`config.mk`:
```
export PLATFORM = sky130hd
export DESIGN_NAME = fbr_arbiter_flat
export DESIGN_NICKNAME = d
export VERILOG_FILES = /design/src/rtl/fbr_arbiter_if.sv /design/src/rtl/fbr_arbiter.sv /design/src/flat_wrapper.sv
export SDC_FILE = /design/constraint.sdc
export NUM_CORES = 1
export LEC_CHECK = 0
export ABC_AREA = 1
export BUFFER_PORTS_ARGS = -buffer_cell sky130_fd_sc_hd__buf_2
export CORE_UTILIZATION = 49
export CTS_CLUSTER_SIZE = 25
export DETAILED_ROUTE_END_ITERATION = 8
export MAX_ROUTING_LAYER = met4
export PLACE_DENSITY = 0.8
export SYNTH_ARGS = -nofsm -noshare
export SYNTH_HDL_FRONTEND = slang
export SYNTH_SLANG_ARGS = --single-unit
export TNS_END_PERCENT = 20
```
`constraint.sdc`:
```
create_clock -name clk -period 4.4 [get_ports clk]
set_input_delay 0.22 -clock clk [delete_from_list [all_inputs] [get_ports clk]]
set_output_delay 0.22 -clock clk [all_outputs]
set_load 0.03 [all_outputs]
```
`src/rtl/fbr_arbiter_if.sv`:
```
// Request/response bundle for the shared FP branch comparator: two requester
// channels plus the single result channel.
interface fbr_arbiter_if #(
  parameter int TAG_W = 5
);
  logic             req0_valid;
  logic             req0_ready;
  logic [2:0]       req0_func3;
  logic [31:0]      req0_rs1;
  logic [31:0]      req0_rs2;
  logic [TAG_W-1:0] req0_tag;

  logic             req1_valid;
  logic             req1_ready;
  logic [2:0]       req1_func3;
  logic [31:0]      req1_rs1;
  logic [31:0]      req1_rs2;
  logic [TAG_W-1:0] req1_tag;

  logic             out_valid;
  logic             out_ready;
  logic             out_jump;
  logic             out_src;
  logic [TAG_W-1:0] out_tag;

  // Requesters and result consumer.
  modport master (
    output req0_valid, req0_func3, req0_rs1, req0_rs2, req0_tag,
    input  req0_ready,
    output req1_valid, req1_func3, req1_rs1, req1_rs2, req1_tag,
    input  req1_ready,
    input  out_valid, out_jump, out_src, out_tag,
    output out_ready
  );

  // Arbiter.
  modport slave (
    input  req0_valid, req0_func3, req0_rs1, req0_rs2, req0_tag,
    output req0_ready,
    input  req1_valid, req1_func3, req1_rs1, req1_rs2, req1_tag,
    output req1_ready,
    output out_valid, out_jump, out_src, out_tag,
    input  out_ready
  );
endinterface

```
`src/rtl/fbr_arbiter.sv`:
```
// Two-port arbiter in front of one FP branch comparator, with a single-entry
// result slot that sustains one result per cycle.
module fbranch (
  input  logic [2:0]  func3,
  input  logic [31:0] rs1,
  input  logic [31:0] rs2,
  output logic        jump
);
  localparam logic [2:0] FUNC3_FBEQ = 3'b000;
  localparam logic [2:0] FUNC3_FBNE = 3'b001;
  localparam logic [2:0] FUNC3_FBLT = 3'b100;

  logic nan1, nan2, zero2x, eq, lt;

  assign nan1   = (rs1[30:23] == 8'hff) && (rs1[22:0] != 23'd0);
  assign nan2   = (rs2[30:23] == 8'hff) && (rs2[22:0] != 23'd0);
  assign zero2x = (rs1[30:0] == 31'd0) && (rs2[30:0] == 31'd0);
  // NaN equality is bitwise on purpose; only the signed-zero pair is special.
  assign eq     = (rs1 == rs2) || zero2x;

  always_comb begin
    lt = 1'b0;
    if (nan1 || nan2 || zero2x)   lt = 1'b0;
    else if (rs1[31] != rs2[31])  lt = rs1[31];
    else if (!rs1[31])            lt = rs1[30:0] < rs2[30:0];
    else                          lt = rs1[30:0] > rs2[30:0];
  end

  always_comb begin
    case (func3)
      FUNC3_FBEQ: jump = eq;
      FUNC3_FBNE: jump = !eq;
      FUNC3_FBLT: jump = lt;
      default:    jump = !lt;
    endcase
  end
endmodule

module fbr_arbiter #(
  parameter int TAG_W      = 5,
  parameter bit FIXED_PRIO = 1'b0
) (
  input  logic         clk,
  input  logic         rstn,
  input  logic         flush,
  fbr_arbiter_if.slave bus
);
  typedef struct packed {
    logic [2:0]       func3;
    logic [31:0]      rs1;
    logic [31:0]      rs2;
    logic [TAG_W-1:0] tag;
  } req_t;

  typedef enum logic {EMPTY = 1'b0, FULL = 1'b1} state_t;

  state_t     state_q, state_d;
  logic [1:0] vld, rdy;
  logic       space, grant, win, rr_q, src_q;
  req_t       req [2];
  req_t       hold_q;

  assign vld    = {bus.req1_valid, bus.req0_valid};
  assign req[0] = '{func3: bus.req0_func3, rs1: bus.req0_rs1, rs2: bus.req0_rs2, tag: bus.req0_tag};
  assign req[1] = '{func3: bus.req1_func3, rs1: bus.req1_rs1, rs2: bus.req1_rs2, tag: bus.req1_tag};

  always_comb begin
    state_d = state_q;
    space   = (state_q == EMPTY) || bus.out_ready;
    grant   = space && !flush && (|vld);
    win     = 1'b0;
    rdy     = 2'b00;
    if (FIXED_PRIO) win = !vld[0];
    else            win = (&vld) ? rr_q : vld[1];
    if (grant) rdy = win ? 2'b10 : 2'b01;
    // Flush wins over both a new grant and a drain.
    if (flush)                                  state_d = EMPTY;
    else if (grant)                             state_d = FULL;
    else if (state_q == FULL && bus.out_ready)  state_d = EMPTY;
  end

  always_ff @(posedge clk or negedge rstn) begin
    if (!rstn) begin
      state_q <= EMPTY;
      rr_q    <= 1'b0;
    end else begin
      state_q <= state_d;
      if (grant) rr_q <= ~win;
    end
  end

  always_ff @(posedge clk or negedge rstn) begin
    if (!rstn) begin
      hold_q <= '0;
      src_q  <= 1'b0;
    end else if (grant) begin
      hold_q <= req[win];
      src_q  <= win;
    end
  end

  fbranch u_cmp (
    .func3 (hold_q.func3),
    .rs1   (hold_q.rs1),
    .rs2   (hold_q.rs2),
    .jump  (bus.out_jump)
  );

  assign bus.req0_ready = rdy[0];
  assign bus.req1_ready = rdy[1];
  assign bus.out_valid  = (state_q == FULL);
  assign bus.out_src    = src_q;
  assign bus.out_tag    = hold_q.tag;

  ap_rdy_onehot: assert property (@(posedge clk) disable iff (!rstn) !(rdy[0] && rdy[1]));
  ap_rdy_vld:    assert property (@(posedge clk) disable iff (!rstn) (rdy & ~vld) == 2'b00);
  ap_stall_hold: assert property (@(posedge clk) disable iff (!rstn)
                   (state_q == FULL && !bus.out_ready && !flush) |=> ($stable(hold_q) && $stable(src_q)));
endmodule

```
`src/flat_wrapper.sv`:
```
// flat-port wrapper written by rule: the top's interface ports become plain ports
module fbr_arbiter_flat 
#(
  parameter int TAG_W      = 5,
  parameter bit FIXED_PRIO = 1'b0
)
  (clk, rstn, flush, bus_req0_valid, bus_req0_func3, bus_req0_rs1, bus_req0_rs2, bus_req0_tag, bus_req0_ready, bus_req1_valid, bus_req1_func3, bus_req1_rs1, bus_req1_rs2, bus_req1_tag, bus_req1_ready, bus_out_valid, bus_out_jump, bus_out_src, bus_out_tag, bus_out_ready);
  fbr_arbiter_if #(.TAG_W(TAG_W)) bus_i ();
  input  logic clk;
  input  logic rstn;
  input  logic flush;
  input wire logic [$bits(bus_i.req0_valid)-1:0] bus_req0_valid;
  input wire logic [$bits(bus_i.req0_func3)-1:0] bus_req0_func3;
  input wire logic [$bits(bus_i.req0_rs1)-1:0] bus_req0_rs1;
  input wire logic [$bits(bus_i.req0_rs2)-1:0] bus_req0_rs2;
  input wire logic [$bits(bus_i.req0_tag)-1:0] bus_req0_tag;
  output wire logic [$bits(bus_i.req0_ready)-1:0] bus_req0_ready;
  input wire logic [$bits(bus_i.req1_valid)-1:0] bus_req1_valid;
  input wire logic [$bits(bus_i.req1_func3)-1:0] bus_req1_func3;
  input wire logic [$bits(bus_i.req1_rs1)-1:0] bus_req1_rs1;
  input wire logic [$bits(bus_i.req1_rs2)-1:0] bus_req1_rs2;
  input wire logic [$bits(bus_i.req1_tag)-1:0] bus_req1_tag;
  output wire logic [$bits(bus_i.req1_ready)-1:0] bus_req1_ready;
  output wire logic [$bits(bus_i.out_valid)-1:0] bus_out_valid;
  output wire logic [$bits(bus_i.out_jump)-1:0] bus_out_jump;
  output wire logic [$bits(bus_i.out_src)-1:0] bus_out_src;
  output wire logic [$bits(bus_i.out_tag)-1:0] bus_out_tag;
  input wire logic [$bits(bus_i.out_ready)-1:0] bus_out_ready;
  assign bus_i.req0_valid = bus_req0_valid;
  assign bus_i.req0_func3 = bus_req0_func3;
  assign bus_i.req0_rs1 = bus_req0_rs1;
  assign bus_i.req0_rs2 = bus_req0_rs2;
  assign bus_i.req0_tag = bus_req0_tag;
  assign bus_req0_ready = bus_i.req0_ready;
  assign bus_i.req1_valid = bus_req1_valid;
  assign bus_i.req1_func3 = bus_req1_func3;
  assign bus_i.req1_rs1 = bus_req1_rs1;
  assign bus_i.req1_rs2 = bus_req1_rs2;
  assign bus_i.req1_tag = bus_req1_tag;
  assign bus_req1_ready = bus_i.req1_ready;
  assign bus_out_valid = bus_i.out_valid;
  assign bus_out_jump = bus_i.out_jump;
  assign bus_out_src = bus_i.out_src;
  assign bus_out_tag = bus_i.out_tag;
  assign bus_i.out_ready = bus_out_ready;
  fbr_arbiter #(.TAG_W(TAG_W), .FIXED_PRIO(FIXED_PRIO)) u_core (.clk(clk), .rstn(rstn), .flush(flush), .bus(bus_i));
endmodule
```
Word-level counts from Yosys, hierarchy flattened --
Index checks and enable logic that the tools add are counted.
Storage, ports and cells: input bits 150, register bits 75, word-level logic and storage cells 53
Cells by class: multiplexer cells 13, eq/ne operators 6, $lt $le $gt $ge 3, bitwise operators 3, reduce and logical (&&, ||, !) cells 21
Operators by type and width (count):
- $mux 72 | 3
- $logic_not 31->1 | 2
- $reduce_bool 23->1 | 2
- $eq 32x32->1 | 1
- $gt 31x31->1 | 1
- $lt 31x31->1 | 1
- $eq 8x8->1 const B | 2
- $mux 1 | 7
- $logic_and 1x1->1 | 6
- $logic_or 1x1->1 | 4
- $mux 2 | 2
- $eq 3x1->1 const B | 1
- $eq 3x3->1 const B | 1
- $logic_not 1->1 | 3
- $logic_not 3->1 | 1
- $pmux 1 s3 | 1
- $reduce_bool 3->1 | 1
- $ge 2x2->1 const B | 1
- $not 1->1 | 2
- $not 1->2 | 1
- $reduce_and 2->1 | 1
- $reduce_or 2->1 | 1
- $ne 1x1->1 | 1

Longest topological paths before layout --
depth in word-level cells 7, depth in mapped cells 17

By module --
Synthesis repeated with hierarchy kept, for this count alone.
Second synthesis, totals: cell total of the unflattened synthesis 817, area, all modules 5238.8 um^2
Modules (own cells, without submodules):
- fbr_arbiter | seq. area each 1876.8 um^2, area an instance 3905.0 um^2, instances 1, cells each 570
- fbranch | seq. area each 0.0 um^2, area an instance 1333.8 um^2, instances 1, cells each 247

Least setup slack after synthesis --
No wires, ideal clock.
path type reg2out, start point reg u_core.hold_q[35] (netlist bit), end point out bus_out_jump, cell stages (with the launch flop) 15, data arrival time 1.705 ns, setup slack 2.475 ns, path buffers 0, cell sequence dfrtp_1 > inv_1 > ha_1 > nand2_1 > nor2_1 > nand4_1 > nor2_1 > nand2_1 > nand2_1 > nand2_1 > nand2_1 > nand3_1 > nand2_1 > nand2_1 > inv_1
On the way: longest elaborated chain between the ends 7, elaborated cells between the ends (all ways) 16, classes of those cells 2 x order compare; 2 x eq/ne; 4 x mux; 8 x reduce/logical
RTL lines:
- start: declaration | line fbr_arbiter.sv:61 | req_t hold_q;
- start signal: assignment | line fbr_arbiter.sv:97 | hold_q <= req[win];
- parallel branches: the longest is 6 deep, another holds $lt 31x31->1
- $pmux 1 s3 * | line fbr_arbiter.sv:30 | case (func3)
- end: declaration | line flat_wrapper.sv:25 | output wire logic [$bits(bus_i.out_jump)-1:0] bus_out_jump;
Mark *: on every way between the ends.

Worst setup path after layout --
start point reg u_core.state_q, in the netlist u_core.bus.out_valid, end point out bus_req0_ready
On the way: longest elaborated chain between the ends 5
RTL lines:
- start: declaration | line fbr_arbiter.sv:57 | state_t state_q, state_d;
- start signal: assignment | line fbr_arbiter.sv:87 | state_q <= state_d;
- $not 1->1 | line fbr_arbiter.sv:69 | space = (state_q == EMPTY) || bus.out_ready;
- $logic_or 1x1->1 | line fbr_arbiter.sv:69
- $logic_and 1x1->1 (2 in a row) | line fbr_arbiter.sv:70 | grant = space && !flush && (|vld);
- $mux 2 | line fbr_arbiter.sv:75 | if (grant) rdy = win ? 2'b10 : 2'b01;
- end: declaration | line flat_wrapper.sv:17 | output wire logic [$bits(bus_i.req0_ready)-1:0] bus_req0_ready;
No other way between the ends.

==> flow_summary.yaml <==
outcome:
  status: "finished, violations left"
  violations: "design-rule violations"
drt:
  met3_length_um: 621
  dr_wl_met2_um: 5770
  firstDrtPassIters: 7
  route.detailed.drc: 9
  drt-initial-drc-count: 250
  avgRoutedWirePerCell_um: 13.4
  routed_via_density: 5.13
  top_layer_used: "met4"
  drt-met1-wl_um: 5190
  vias: 4495
  wirelength_um: 11800
  antenna_left: 0
clock_tree:
  cts_tree: "built"
  root_buffer: "clkbuf_8"
  htreeDepth: 3
  ctsResizeCount: 0
  cts_setup_buffers: 0
  clock_latency_ns: 0.36
  cts.clk_slew.worst_paths_ns: 0.08
  cts_hold_buffers: 0
  clk_path_buf_depth: 2
  cts_num_sinks: 75
  cts_inserted_buffers: 9
layout:
  insertedDiodeCount: 0
  drive_above_1_share_pct: 23.4
  area_delta_synth_final_pct: 23.8
  final_core_util_pct: 63.3
  nFillCells: 783
  postLayoutCellArea_um2: 5570
  nets: 945
critical_path:
  critPathCaptureType: "primary output"
  critPathTopFamily: "simple AND/OR/NAND/NOR gates"
  critPathMaxFanout: 38
  cp_common_cell: "nand2_1"
  cpPeakStageDelay_ns: 0.72
  crit_chain: "nand2_1 -> nand2_1 -> nor2_4 -> inv_1 -> a21oi_4 -> buf_2"
  start_kind: "flip-flop"
  critical-path-slowest-cell: "nor2_4"
  arrival_ns: 2.53
  r2r_setup_slack_ns: 1.79
  cp.required_ns: 4.18
  path_class: "reg -> out"
  cp_num_buf_inv: 2
synth:
  ys_warn_count: 0
  synthCells: 618
  ys_ff_latch: 75
  yosysUniqueCellTypes: 18
  synth.cell_area_um2: 4500
  avgSynthCellArea_um2: 7.29
  yosysSeqAreaShare_pct: 41.7
  syn_nets: 799
power:
  p_clk_share_pct: 28.4
  seqPwrFrac_pct: 40.7
  vdd_drop_max_mv: 0.268
  switching_share_pct: 34.6
  p_comb_share_pct: 30.9
  intPower_mw: 1.46
  power_switching_uw: 774
  powerDensity_nw_per_um2: 401
  leakage_nw: 2.92
  power.total_mw: 2.24
timing:
  setup_viol: 0
  worst_pin_slew_ns: 0.955
  fmax_mhz: 364
  slew_violations: 0
  skew_ns: 0.00712
  relSlewSlack_pct: 36.3
  rsz0062_at_grt: "no"
  min_period_ns: 2.75
  finalCritPeriodShare_pct: 62.4
  finalSetupTns_ns: 0
  hold_violations: 0
placement:
  io_buffers: 159
  gp_congestion: 0.870
  placed_area_um2: 5340
  dp_hpwl_um: 8820
global_routing:
  grt_pass1_vias: 4360
  antenna_found_initial: 0
  grt_use_total_pct: 26.4
  grt_max_degree: 76
  grt_first_pass_wirelength_um: 19700
  grt_overflow: 0
hold_path:
  holdCritPathClass: "in -> async"
floorplan:
  start_util_pct: 51.2
  rows: 34
  die-width_um: 97.9
  dieArea_um2: 9580
  pin_count: 160
  die_y_um: 97.9
  core_um2: 8810
flow_run:
  cap_violations: 0
==> cell families (layout without fill, tap and decap cells) <==
family                     Yosys count  after routing  synth area share (%)
and+or+nand+nor                    369            369                  33.0
DFF                                 75             75                  41.7
adders and majority gates           31             31                  8.61
buffers and inverters               86            236                  7.92
xor gates and xnor gates             1              1                 0.194
AOI/OAI and AO/OA                   56             56                  8.64
==> cell type report <==
| class | count | area [um2] | share of cell area [%] |
|---|---|---|---|
| clock buffers | 10 | 128 | 2.29 |
| flip-flops and latches | 75 | 1880 | 33.7 |
| multi-input cells | 457 | 2290 | 41.0 |
| clock inverters | 5 | 103 | 1.84 |
| inverters | 58 | 218 | 3.91 |
| repair buffers | 163 | 828 | 14.9 |
| well taps | 108 | 135 | 2.42 |
==> final timing paths <==
check	startpoint	end	cells past startpoint
worst max-delay path	u_core.bus.out_valid$_DFFE_PN0P_	bus_req0_ready	6
worst min-delay path	rstn	u_core.hold_q[49]$_DFFE_PN0P_	1
max in group asynchronous	rstn	u_core.hold_q[38]$_DFFE_PN0P_	1
worst min register to register	u_core.bus.out_tag[1]$_DFFE_PN0P_	u_core.bus.out_tag[1]$_DFFE_PN0P_	2
min in group clk	flush	u_core.bus.out_valid$_DFFE_PN0P_	2
worst max register to register	u_core.bus.out_valid$_DFFE_PN0P_	u_core.hold_q[16]$_DFFE_PN0P_	8
==> cells in the mapped netlist <==
cell type | instances | area, um2
nand2_1 | 248 | 931
inv_1 | 58 | 218
dfrtp_1 | 75 | 1880
a21oi_1 | 14 | 70.1
nand3_1 | 55 | 275
o21ai_0 | 2 | 10.0
buf_4 | 5 | 37.5
ha_1 | 31 | 388
buf_2 | 12 | 60.1
buf_1 | 1 | 3.75
clkbuf_1 | 10 | 37.5
a21o_1 | 2 | 15.0
nor3_1 | 3 | 15.0
xnor2_1 | 1 | 8.76
o211ai_1 | 37 | 278
nor2_1 | 52 | 195
nand4_1 | 11 | 68.8
a21oi_4 | 1 | 16.3
==> stage by stage <==
stage | hold WS, ns | cells | setup WS (ns)
finish | 0.00195 | 876 | 1.65
detailed placement | 0.402 | 861 | 1.80
floorplan | -0.0756 | 618 | 2.47
global route | 0.0306 | 876 | 1.47
global placement | 0.398 | 861 | 1.93
CTS | 0.0237 | 876 | 1.66
==> per-layer routing <==
metal / vias to the layer above / GRT usage [%]
met5: - / -
met4: 0 / 8.86
met3: 20 / 4.80
met2: 147 / 44.0
met1: 2052 / 32.2
li1: 2276 / -
==> layout by cell type, fill, tap and decap left out, types with 2 or more instances in the layout <==
cell	n
a21o_1	2
a21oi_1	14
buf_2	158
buf_4	5
bufinv_16	3
clkbuf_8	9
dfrtp_1	75
ha_1	31
inv_1	58
nand2_1	248
nand3_1	55
nand4_1	11
nor2_1	50
nor2_4	2
nor3_1	3
o211ai_1	37
o21ai_0	2
==> power groups by stage <==
stage          sequential, mW  combinational [mW]  clock [mW]
3_5_place_dp            0.919               0.687           0
5_1_grt                 0.924               0.794       0.675
2_1_floorplan           0.894               0.489           0
3_3_place_gp            0.914               0.662           0
4_1_cts                 0.908               0.693       0.644
6_report                0.910               0.692       0.636
==> registers in the layout (all words and copies together) (netlist names) <==
register	flops
u_core.bus.out_tag	5
u_core.bus.out_valid	1
u_core.bus.out_src	1
u_core.rr_q	1
u_core.hold_q	67
Note: power is estimated with default switching activity, not from simulation.
